==> src/rtl/l2_cache_ctl_nway.sv <==
`default_nettype none
// +----------------------------------------------------------------------------+
// | Module      : l2_cache_ctl_nway                                            |
// | Description : N-way set-associative L2 cache controller. Tree-PLRU         |
// |               replacement, write-back/write-allocate. The IDLE/WRITE_BACK/ |
// |               FETCH FSM sequences victim eviction and line refill.          |
// | Option      : define L2_CTL_PERF_CNT_EN to add saturating hit, miss and    |
// |               writeback counters (hit_cnt, miss_cnt, wb_cnt).              |
// | Revision    : 1.0 - initial release                                        |
// +----------------------------------------------------------------------------+
module l2_cache_ctl_nway #(
  parameter int WAYS = 8,
  parameter int WIDX = $clog2(WAYS)
) (
  input  logic            clk,
  input  logic            rst_n,
  input  logic            mem_read,
  input  logic            mem_write,
  output logic            mem_resp,
  input  logic [WAYS-1:0] hit_vec,
  input  logic [WAYS-1:0] valid_vec,
  input  logic [WAYS-1:0] dirty_vec,
  input  logic [WAYS-2:0] plru_in,
  output logic [WAYS-2:0] plru_out,
  output logic            load_plru,
  output logic [WAYS-1:0] load_tag,
  output logic [WAYS-1:0] load_valid,
  output logic [WAYS-1:0] load_dirty,
  output logic            valid_in,
  output logic            dirty_in,
  output logic            pmem_read,
  output logic            pmem_write,
  input  logic            pmem_resp,
  output logic [WIDX-1:0] way_sel,
  output logic            wb_addr_sel,
`ifdef L2_CTL_PERF_CNT_EN
  output logic [31:0]     hit_cnt,
  output logic [31:0]     miss_cnt,
  output logic [31:0]     wb_cnt,
`endif
  output logic            busy
);

  typedef enum logic [1:0] {
    ST_IDLE       = 2'd0,
    ST_WRITE_BACK = 2'd1,
    ST_FETCH      = 2'd2
  } state_t;

  state_t          r_state;
  state_t          w_state_nxt;
  logic [WIDX-1:0] r_victim;

  logic            w_req;
  logic            w_hit;
  logic            w_miss;
  logic [WIDX-1:0] w_hit_idx;
  logic [WIDX-1:0] w_inv_idx;
  logic            w_has_inv;
  logic [WIDX-1:0] w_victim;
  logic [WAYS-1:0] w_hit_onehot;
  logic [WAYS-1:0] w_vic_onehot;

  // Walk the heap-ordered tree: a 0 bit means the LRU side is the left child.
  function automatic logic [WIDX-1:0] plru_victim(input logic [WAYS-2:0] p);
    logic [WIDX-1:0] n;
    logic [WIDX-1:0] w;
    logic            b;
    n = '0;
    w = '0;
    for (int l = 0; l < WIDX; l++) begin
      b = p[n];
      w = (w << 1) | WIDX'(b);
      n = (n << 1) + WIDX'(1) + WIDX'(b);
    end
    return w;
  endfunction

  // Point every node on the path to way w away from it; other bits untouched.
  function automatic logic [WAYS-2:0] plru_touch(input logic [WAYS-2:0] p,
                                                 input logic [WIDX-1:0] w);
    logic [WAYS-2:0] r;
    logic [WIDX-1:0] n;
    logic [WIDX-1:0] ws;
    logic            b;
    r  = p;
    n  = '0;
    ws = w;
    for (int l = 0; l < WIDX; l++) begin
      b    = ws[WIDX-1];
      r[n] = ~b;
      n    = (n << 1) + WIDX'(1) + WIDX'(b);
      ws   = ws << 1;
    end
    return r;
  endfunction

  assign w_req = mem_read ^ mem_write;
  assign w_hit = |hit_vec;

  // Lowest-index hit way and lowest-index invalid way (priority encoders).
  always_comb begin
    w_hit_idx = '0;
    w_inv_idx = '0;
    w_has_inv = 1'b0;
    for (int i = WAYS - 1; i >= 0; i--) begin
      if (hit_vec[i]) begin
        w_hit_idx = WIDX'(i);
      end
      if (!valid_vec[i]) begin
        w_inv_idx = WIDX'(i);
        w_has_inv = 1'b1;
      end
    end
  end

  assign w_victim     = w_has_inv ? w_inv_idx : plru_victim(plru_in);
  assign w_hit_onehot = WAYS'(1) << w_hit_idx;
  assign w_vic_onehot = WAYS'(1) << r_victim;

  // State register; reset aborts any transfer in flight.
  always_ff @(posedge clk or negedge rst_n) begin
    if (!rst_n) begin
      r_state <= ST_IDLE;
    end else begin
      r_state <= w_state_nxt;
    end
  end

  // Victim is captured at miss entry so later array changes cannot move it.
  always_ff @(posedge clk or negedge rst_n) begin
    if (!rst_n) begin
      r_victim <= '0;
    end else if (w_miss) begin
      r_victim <= w_victim;
    end
  end

  // Next-state and output decode; outputs are forced idle while reset is low.
  always_comb begin
    w_state_nxt = r_state;
    w_miss      = 1'b0;
    mem_resp    = 1'b0;
    load_plru   = 1'b0;
    plru_out    = plru_in;
    load_tag    = '0;
    load_valid  = '0;
    load_dirty  = '0;
    valid_in    = 1'b0;
    dirty_in    = 1'b0;
    pmem_read   = 1'b0;
    pmem_write  = 1'b0;
    wb_addr_sel = 1'b0;
    way_sel     = r_victim;
    case (r_state)
      ST_IDLE: begin
        way_sel = w_hit ? w_hit_idx : w_victim;
        if (w_req) begin
          if (w_hit) begin
            mem_resp  = 1'b1;
            load_plru = 1'b1;
            plru_out  = plru_touch(plru_in, w_hit_idx);
            if (mem_write) begin
              load_tag   = w_hit_onehot;
              load_dirty = w_hit_onehot;
              valid_in   = 1'b1;
              dirty_in   = 1'b1;
            end
          end else begin
            w_miss      = 1'b1;
            w_state_nxt = (valid_vec[w_victim] && dirty_vec[w_victim]) ?
                          ST_WRITE_BACK : ST_FETCH;
          end
        end
      end
      ST_WRITE_BACK: begin
        pmem_write  = 1'b1;
        wb_addr_sel = 1'b1;
        if (pmem_resp) begin
          w_state_nxt = ST_FETCH;
        end
      end
      ST_FETCH: begin
        pmem_read  = 1'b1;
        load_tag   = w_vic_onehot;
        load_valid = w_vic_onehot;
        load_dirty = w_vic_onehot;
        valid_in   = 1'b1;
        if (pmem_resp) begin
          w_state_nxt = ST_IDLE;
        end
      end
      default: begin
        w_state_nxt = ST_IDLE;
      end
    endcase
    if (!rst_n) begin
      w_state_nxt = ST_IDLE;
      w_miss      = 1'b0;
      mem_resp    = 1'b0;
      load_plru   = 1'b0;
      plru_out    = plru_in;
      load_tag    = '0;
      load_valid  = '0;
      load_dirty  = '0;
      pmem_read   = 1'b0;
      pmem_write  = 1'b0;
    end
  end

  assign busy = rst_n && (r_state != ST_IDLE);

`ifdef L2_CTL_PERF_CNT_EN
  // Saturating event counters: hit responses, miss entries, writeback entries.
  always_ff @(posedge clk or negedge rst_n) begin
    if (!rst_n) begin
      hit_cnt  <= '0;
      miss_cnt <= '0;
      wb_cnt   <= '0;
    end else begin
      if (mem_resp && (hit_cnt != '1)) begin
        hit_cnt <= hit_cnt + 32'd1;
      end
      if (w_miss && (miss_cnt != '1)) begin
        miss_cnt <= miss_cnt + 32'd1;
      end
      if (w_miss && (w_state_nxt == ST_WRITE_BACK) && (wb_cnt != '1)) begin
        wb_cnt <= wb_cnt + 32'd1;
      end
    end
  end
`endif

endmodule
`default_nettype wire
==> config.mk <==
export PLATFORM = sky130hd
export DESIGN_NAME = l2_cache_ctl_nway
export DESIGN_NICKNAME = d
export VERILOG_FILES = /design/src/rtl/l2_cache_ctl_nway.sv
export SDC_FILE = /design/constraint.sdc
export NUM_CORES = 1
export LEC_CHECK = 0
export BUFFER_PORTS_ARGS = -buffer_cell sky130_fd_sc_hd__clkbuf_2
export CORE_MARGIN = 2
export CORE_UTILIZATION = 46
export CTS_BUF_LIST = sky130_fd_sc_hd__clkbuf_16
export DETAILED_ROUTE_END_ITERATION = 16
export PLACE_DENSITY_LB_ADDON = 0.08
export REMOVE_ABC_BUFFERS = 1
export SLEW_MARGIN = 0
export SYNTH_ARGS = -nofsm -noshare
export SYNTH_HDL_FRONTEND = slang
export SYNTH_SLANG_ARGS = --single-unit
==> constraint.sdc <==
create_clock -name clk -period 3.46 [get_ports clk]
set_input_delay 0 -clock clk [delete_from_list [all_inputs] [get_ports clk]]
set_output_delay 0 -clock clk [all_outputs]
set_load 0.02 [all_outputs]
==> results of run 1 <==
[through the flow]
stage               area (sq um)  hold WS, ns   util  worst slack [ns]  instances
detailed placement          1550       -0.125  0.626              1.15        286
global route                1640        0.112  0.662             0.960        291
finish                      1640       0.0926  0.662              1.18        291
floorplan                   1130       -0.296      -              1.45        179
global placement            1550       -0.126  0.626              1.18        286
CTS                         1640       0.0923  0.662              1.20        291
[Yosys cell counts, types with 4 or more instances]
library cell,n,area share
sky130_fd_sc_hd__a31oi_1,7,0.036
sky130_fd_sc_hd__dfrtp_1,5,0.10
sky130_fd_sc_hd__mux2_2,4,0.037
sky130_fd_sc_hd__ha_1,5,0.052
sky130_fd_sc_hd__nor3_1,5,0.021
sky130_fd_sc_hd__nor2_1,39,0.12
sky130_fd_sc_hd__nand2b_1,8,0.041
sky130_fd_sc_hd__mux2i_1,6,0.050
sky130_fd_sc_hd__nand2_1,22,0.068
sky130_fd_sc_hd__buf_4,9,0.056
sky130_fd_sc_hd__nand3_1,4,0.017
sky130_fd_sc_hd__o21ai_0,8,0.033
sky130_fd_sc_hd__a21oi_1,21,0.087
sky130_fd_sc_hd__inv_1,10,0.031
[cells in the final DEF (no fill, tap or decap), types with 2 or more instances in the layout]
cell type,instances
sky130_fd_sc_hd__clkbuf_2,77
sky130_fd_sc_hd__nor2b_1,2
sky130_fd_sc_hd__nand3b_1,2
sky130_fd_sc_hd__dfrtp_1,5
sky130_fd_sc_hd__a21boi_0,2
sky130_fd_sc_hd__ha_1,5
sky130_fd_sc_hd__nand2_1,22
sky130_fd_sc_hd__nand2b_1,8
sky130_fd_sc_hd__a32oi_1,2
sky130_fd_sc_hd__clkbuf_16,3
sky130_fd_sc_hd__and2_1,3
sky130_fd_sc_hd__a31oi_1,7
sky130_fd_sc_hd__o31ai_1,2
sky130_fd_sc_hd__a41o_1,2
sky130_fd_sc_hd__a21oi_1,21
sky130_fd_sc_hd__nand3_1,4
sky130_fd_sc_hd__a22oi_1,3
sky130_fd_sc_hd__inv_1,11
sky130_fd_sc_hd__nor3_1,5
sky130_fd_sc_hd__mux2_2,4
sky130_fd_sc_hd__or3_1,2
sky130_fd_sc_hd__o21ai_0,8
sky130_fd_sc_hd__mux2i_1,6
sky130_fd_sc_hd__nor2_1,39
[path summary, 6_finish.rpt]
check	from	end	slack [ns]	cells past startpoint
max	rst_n	plru_out[5]	1.18	9
min	pmem_resp	r_state[0]	0.09	3
max reg2reg	r_state[0]	r_victim[2]	1.80	4
min reg2reg	r_victim[1]	r_victim[1]	0.60	1
max in group asynchronous	rst_n	r_victim[1]	3.06	2
min in group asynchronous	rst_n	r_state[0]	0.19	2
[cell families after synthesis]
group | Yosys count | share of synthesized area
and+or+nand+nor | 92 | 0.353
DFF | 5 | 0.103
xor gates and xnor gates | 1 | 0.00723
buffers and inverters | 24 | 0.103
muxes | 11 | 0.0980
AOI/OAI and AO/OA | 54 | 0.284
adders and majority gates | 5 | 0.0516
[worst max-delay path, stage by stage]
cell and delay (ns):
sky130_fd_sc_hd__dlygate4sd3_1 0.53, sky130_fd_sc_hd__clkbuf_2 0.26, sky130_fd_sc_hd__nand2b_1 0.26, sky130_fd_sc_hd__nor3_1 0.32, sky130_fd_sc_hd__nand2_1 0.16, sky130_fd_sc_hd__inv_1 0.28, sky130_fd_sc_hd__a21oi_1 0.11, sky130_fd_sc_hd__a31oi_1 0.15
sky130_fd_sc_hd__clkbuf_2 0.19
[sequential cells by signal, indices dropped and copies added, names as in the netlist]
name and count:
r_victim 3, r_state 2
[final cells by class]
type,count,area (sq um)
clock inverter,1,3.75
multi-input combinational,163,962
inverter,11,41.3
tap,30,37.5
sequential,5,125
timing repair buffer,78,395
fill,245,837
clock buffer,3,75.1
[power breakdown]
group          internal, mW  total, mW  switching (mW)
registers            0.0594     0.0604        0.000979
logic                0.0563      0.144          0.0879
clock network         0.150      0.188          0.0383
[routing by layer]
layer / vias up / share of wire / GRT usage
li1: 814 / - / -
met1: 714 / 0.48 / 0.303
met2: 54 / 0.46 / 0.383
met3: 2 / 0.053 / 0.0328
met4: 0 / 0.0086 / 0.0627
met5: - / 0 / 0
==> impl_metrics.sql, run 1 <==
INSERT INTO impl_metrics (metric_group, metric, value, unit) VALUES
('finish', 'areaGrowthSynthToFinish', '35.3', '%'),
('routing', 'post_drt_wl_per_cell', '11.6', 'um'),
('timing', 'totalNegativeSetupSlack', '0', 'ns'),
('die', 'die_area', '3060', 'sq um'),
('timing', 'setup_viol_count_final', '0', ''),
('synth', 'ys_warn_count', '0', ''),
('clock_tree', 'clk_transition_reported_paths', '0.03', 'ns'),
('critical_path', 'critical_path_class', 'input port to output pin', ''),
('power_and_ir_drop', 'powerDensity', '239', 'nW/um^2'),
('routing', 'initialDrtViolationCount', '54', ''),
('global_routing', 'grt_util_all_layers', '0.228', ''),
('global_routing', 'first_pass_grt_wire_length', '5.96', 'mm'),
('die', 'io-pin-count', '78', ''),
('clock_tree', 'clk-insertion-delay-late', '0.23', 'ns'),
('routing', 'antenna_violating_nets_post_route', '0', ''),
('die', 'fp.dieH', '55.3', 'um'),
('critical_path', 'crit_required', '3.46', 'ns'),
('critical_path', 'critical_path.startpoint_type', 'input port', ''),
('die', 'floorplan.rows', '18', ''),
('synth', 'postSynth.topFlopCell', 'sky130_fd_sc_hd__dfrtp_1', ''),
('routing', 'routed_wl', '3.38', 'mm'),
('run_status', 'run_status', 'complete, no violations', ''),
('timing', 'final_hold_viol_count', '0', ''),
('timing', 'max_slew.worst_pin.slew', '0.827', 'ns'),
('power_and_ir_drop', 'power.leakage', '0.887', 'nW'),
('clock_tree', 'clock_sinks', '5', ''),
('critical_path', 'critical_path_arrival', '2.28', 'ns'),
('timing', 'min_period', '2.28', 'ns'),
('clock_tree', 'cts_tree', 'built', ''),
('synth', 'synth_cells', '192', ''),
('min_path', 'worst_hold_path_class', 'input port to register', ''),
('place', 'dpl.hpwl', '2.78', 'mm'),
('routing', 'post_drt_via_cell_ratio', '5.44', ''),
('timing', 'grt_setup_unrepaired', 'no', ''),
('finish', 'finalNetCount', '303', ''),
('place', 'gp_congestion', '0.860', ''),
('clock_tree', 'cts_max_level', '1', ''),
('synth', 'synth.cell_area', '1210', 'sq um'),
('global_routing', 'number_of_antenna_violations_at_the_first_check_in_global_routing', '0', ''),
('clock_tree', 'post_cts_hold_buffer_count', '1', ''),
('die', 'chipWidth', '55.3', 'um'),
('synth', 'synthDistinctLibCells', '40', ''),
('clock_tree', 'tritoncts.num_buffers', '3', ''),
('power_and_ir_drop', 'worst_ir_drop_vdd', '553', 'uV'),
('synth', 'syn_area_per_cell', '6.31', 'sq um'),
('routing', 'num_vias', '1584', ''),
('routing', 'drt-pass1-iter-count', '4', ''),
('synth', 'ys_seq_area_frac', '0.103', ''),
('place', 'numPortBuffers', '77', ''),
('global_routing', 'gr-total-overflow', '0', ''),
('power_and_ir_drop', 'power', '393', 'uW'),
('finish', 'fraction_of_layout_cells_with_a_size_suffix_above_1', '0.337', ''),
('timing', 'finalCritPeriodShare', '0.659', ''),
('critical_path', 'critical_path.endpoint_type', 'output pin', ''),
('finish', 'ant_cells', '0', ''),
('clock_tree', 'clockRootBuffer', 'sky130_fd_sc_hd__clkbuf_16', ''),
('timing', 'fmax', '0.439', 'GHz'),
('job', 'max_cap_violations', '0', ''),
('die', 'start_util', '0.489', ''),
('clock_tree', 'max-clock-path-buffers', '2', ''),
('die', 'coreArea', '2480', 'sq um'),
('clock_tree', 'post_cts_resize_count', '0', ''),
('critical_path', 'cp_max_fo', '13', ''),
('clock_tree', 'number_of_buffers_inserted_by_post_cts_setup_repair', '0', ''),
('synth', 'ys_seq_elements', '5', ''),
('global_routing', 'grt_max_degree', '14', ''),
('timing', 'final.setup_skew', '0.00113', 'ns'),
('routing', 'remaining_drc_errors', '0', ''),
('synth', 'synth-async-reset-ratio', '1.00', ''),
('synth', 'synth-edff-count', '0', ''),
('timing', 'slew_violations', '0', ''),
('global_routing', 'grt_pass1_vias', '1356', ''),
('timing', 'max_slew_margin', '0.449', '');
Power figures use the tool's default switching activity.
==> run 2, diff against run 1 <==
--- a/config.mk
+++ b/config.mk
@@ -7,7 +7,7 @@
 export LEC_CHECK = 0
 export BUFFER_PORTS_ARGS = -buffer_cell sky130_fd_sc_hd__clkbuf_2
 export CORE_MARGIN = 2
-export CORE_UTILIZATION = 46
+export CORE_UTILIZATION = 43
 export CTS_BUF_LIST = sky130_fd_sc_hd__clkbuf_16
 export DETAILED_ROUTE_END_ITERATION = 16
 export PLACE_DENSITY_LB_ADDON = 0.08
==> constraint.sdc (replaced) <==
create_clock -name clk -period 2.15 [get_ports clk]
set_input_delay 0 -clock clk [delete_from_list [all_inputs] [get_ports clk]]
set_output_delay 0 -clock clk [all_outputs]
set_load 0.02 [all_outputs]
==> run 2 against run 1 <==
Against the previous run: non-clock buffer count up 10; die area up 6.5%; combinational power increased by 73%; first-iteration DRC count increased by 19%; sequential cell count did not move; cell count is 3.8% higher; via count grew 1.1%; register-to-register slack worse by 1.2 ns; critical path type is now register to output pin; largest power group unchanged.
==> impl_metrics.sql, run 2 (same netlist as run 1, synthesis figures left out) <==
INSERT INTO impl_metrics (metric_group, metric, value, unit) VALUES
('finish', 'top_regs', 'r_victim (3), r_state (2)', ''),
('clock_tree', 'clock_sinks', '5', ''),
('timing', 'slew_violations', '0', ''),
('power_and_ir_drop', 'power.leakage', '0.940', 'nW'),
('finish', 'layout_common_cells', 'sky130_fd_sc_hd__clkbuf_2, sky130_fd_sc_hd__nor2_1, sky130_fd_sc_hd__nand2_1', ''),
('place', 'gp_congestion', '0.882', ''),
('timing', 'final.setup_skew', '0.000371', 'ns'),
('place', 'dpl.hpwl', '3.01', 'mm'),
('finish', 'areaGrowthSynthToFinish', '41.6', '%'),
('die', 'start_util', '0.447', ''),
('power_and_ir_drop', 'powerDensity', '380', 'nW/um^2'),
('global_routing', 'gr-total-overflow', '0', ''),
('timing', 'final_hold_viol_count', '0', ''),
('die', 'fp.dieH', '57.1', 'um'),
('finish', 'fillers', '283', ''),
('critical_path', 'worst_r2r_setup_slack', '0.58', 'ns'),
('finish', 'layout_commonest_cell', 'sky130_fd_sc_hd__clkbuf_2', ''),
('routing', 'antenna_violating_nets_post_route', '0', ''),
('timing', 'finalCritPeriodShare', '0.913', ''),
('clock_tree', 'clk_transition_reported_paths', '0.03', 'ns'),
('min_path', 'worstHoldEndpoint', 'r_state[0]', ''),
('finish', 'final_util', '0.633', ''),
('die', 'floorplan.rows', '19', ''),
('timing', 'hold_ws', '0.0779', 'ns'),
('critical_path', 'critical_path.endpoint_type', 'output pin', ''),
('timing', 'fmax', '0.509', 'GHz'),
('run_status', 'run_status', 'complete, no violations', ''),
('critical_path', 'critical_path_arrival', '1.96', 'ns'),
('finish', 'largest_register_ff_count', '3', ''),
('routing', 'remaining_drc_errors', '0', ''),
('global_routing', 'grt_pass1_vias', '1347', ''),
('power_and_ir_drop', 'worst_ir_drop_vdd', '525', 'uV'),
('die', 'coreArea', '2710', 'sq um'),
('min_path', 'worst_hold_path_class', 'input port to register', ''),
('min_path', 'timing.hold.worst.start', 'pmem_resp', ''),
('routing', 'num_vias', '1602', ''),
('critical_path', 'critical_path_class', 'register to output pin', ''),
('place', 'numPortBuffers', '77', ''),
('routing', 'post_drt_via_cell_ratio', '5.30', ''),
('critical_path', 'r2r_cells', '5', ''),
('clock_tree', 'tritoncts.num_buffers', '3', ''),
('clock_tree', 'cts_max_level', '1', ''),
('clock_tree', 'max-clock-path-buffers', '2', ''),
('critical_path', 'r2r-end', 'r_state[1]', ''),
('clock_tree', 'clk-insertion-delay-late', '0.23', 'ns'),
('critical_path', 'critical_path.startpoint_type', 'register', ''),
('finish', 'max_flop_register', 'r_victim', ''),
('job', 'max_cap_violations', '0', ''),
('timing', 'totalNegativeSetupSlack', '0', 'ns'),
('clock_tree', 'number_of_buffers_inserted_by_post_cts_setup_repair', '0', ''),
('routing', 'routed_wl', '3.61', 'mm'),
('critical_path', 'crit_required', '2.15', 'ns'),
('min_path', 'holdPathStages', '3', ''),
('die', 'io-pin-count', '78', ''),
('clock_tree', 'cts_tree', 'built', ''),
('timing', 'max_slew.worst_pin.slew', '0.629', 'ns'),
('global_routing', 'grt_max_degree', '14', ''),
('timing', 'grt_setup_unrepaired', 'no', ''),
('routing', 'initialDrtViolationCount', '64', ''),
('critical_path', 'timing.rr.start', 'r_state[1]', ''),
('global_routing', 'grt_util_all_layers', '0.217', ''),
('critical_path', 'cp_max_fo', '13', ''),
('finish', 'ant_cells', '0', ''),
('die', 'chipWidth', '57.1', 'um'),
('finish', 'fraction_of_layout_cells_with_a_size_suffix_above_1', '0.365', ''),
('die', 'die_area', '3260', 'sq um'),
('global_routing', 'first_pass_grt_wire_length', '5.83', 'mm'),
('timing', 'min_period', '1.96', 'ns'),
('routing', 'drt-pass1-iter-count', '5', ''),
('finish', 'finalNetCount', '313', ''),
('clock_tree', 'clockRootBuffer', 'sky130_fd_sc_hd__clkbuf_16', ''),
('routing', 'post_drt_wl_per_cell', '12.0', 'um'),
('timing', 'setup_viol_count_final', '0', ''),
('global_routing', 'number_of_antenna_violations_at_the_first_check_in_global_routing', '0', ''),
('timing', 'max_slew_margin', '0.577', '');
run 2: cell types whose count changed in the layout (fill, tap and decap cells not counted):
cell                       change
sky130_fd_sc_hd__buf_4        +10
sky130_fd_sc_hd__clkinv_1      -1
sky130_fd_sc_hd__inv_2         +1
run 2: timing repair:
item,in CTS,in global routing
hold buffers,1,0
gates resized for setup,0,1
setup endpoints to repair,0,2
hold endpoints to repair,5,0
run 2: worst max-delay path: stages (launching register included):
cell	delay, ns
sky130_fd_sc_hd__dfrtp_1	0.42
sky130_fd_sc_hd__nand2b_1	0.18
sky130_fd_sc_hd__nor3_1	0.22
sky130_fd_sc_hd__nand2_1	0.16
sky130_fd_sc_hd__inv_1	0.29
sky130_fd_sc_hd__a21oi_1	0.12
sky130_fd_sc_hd__a31oi_1	0.15
sky130_fd_sc_hd__clkbuf_2	0.19
run 2: through the flow:
stage	power (mW)	setup WS [ns]	cells	area, sq um
detailed placement	0.345	0.0110	297	1630
global placement	0.343	0.0321	297	1630
CTS	0.654	0.190	302	1720
floorplan	0.236	0.140	179	1130
finish	0.653	0.187	302	1720
global route	0.686	0.00808	302	1720
run 2: power breakdown:
group | switching (mW) | internal, mW
sequential | 0.00175 | 0.0955
clock | 0.0651 | 0.241
combinational | 0.146 | 0.103
run 2: layer usage:
| layer | part of all wire | global-route usage |
|---|---|---|
| met5 | 0 | 0 |
| met4 | 0.010 | 0.0498 |
| met3 | 0.068 | 0.0249 |
| met2 | 0.46 | 0.356 |
| met1 | 0.47 | 0.306 |
run 2: area by class of cell:
cell class | count | area, sq um | area share
Multi-Input combinational cell | 163 | 962 | 0.560
Timing Repair Buffer | 88 | 470 | 0.274
Sequential cell | 5 | 125 | 0.0729
Clock buffer | 3 | 75.1 | 0.0437
Inverter | 11 | 41.3 | 0.0241
Tap cell | 31 | 38.8 | 0.0226
Clock inverter | 1 | 3.75 | 0.00219
run 2: worst max path at each step:
stage / end / start / cells after the start
after floorplan: r_state[1] / plru_in[0] / 9
after global placement: r_state[1] / plru_in[0] / 10
after detailed placement: r_state[1] / plru_in[0] / 10
after CTS: plru_out[5] / r_state[0] / 7
after global routing: plru_out[6] / r_state[0] / 7
final: plru_out[5] / r_state[0] / 7
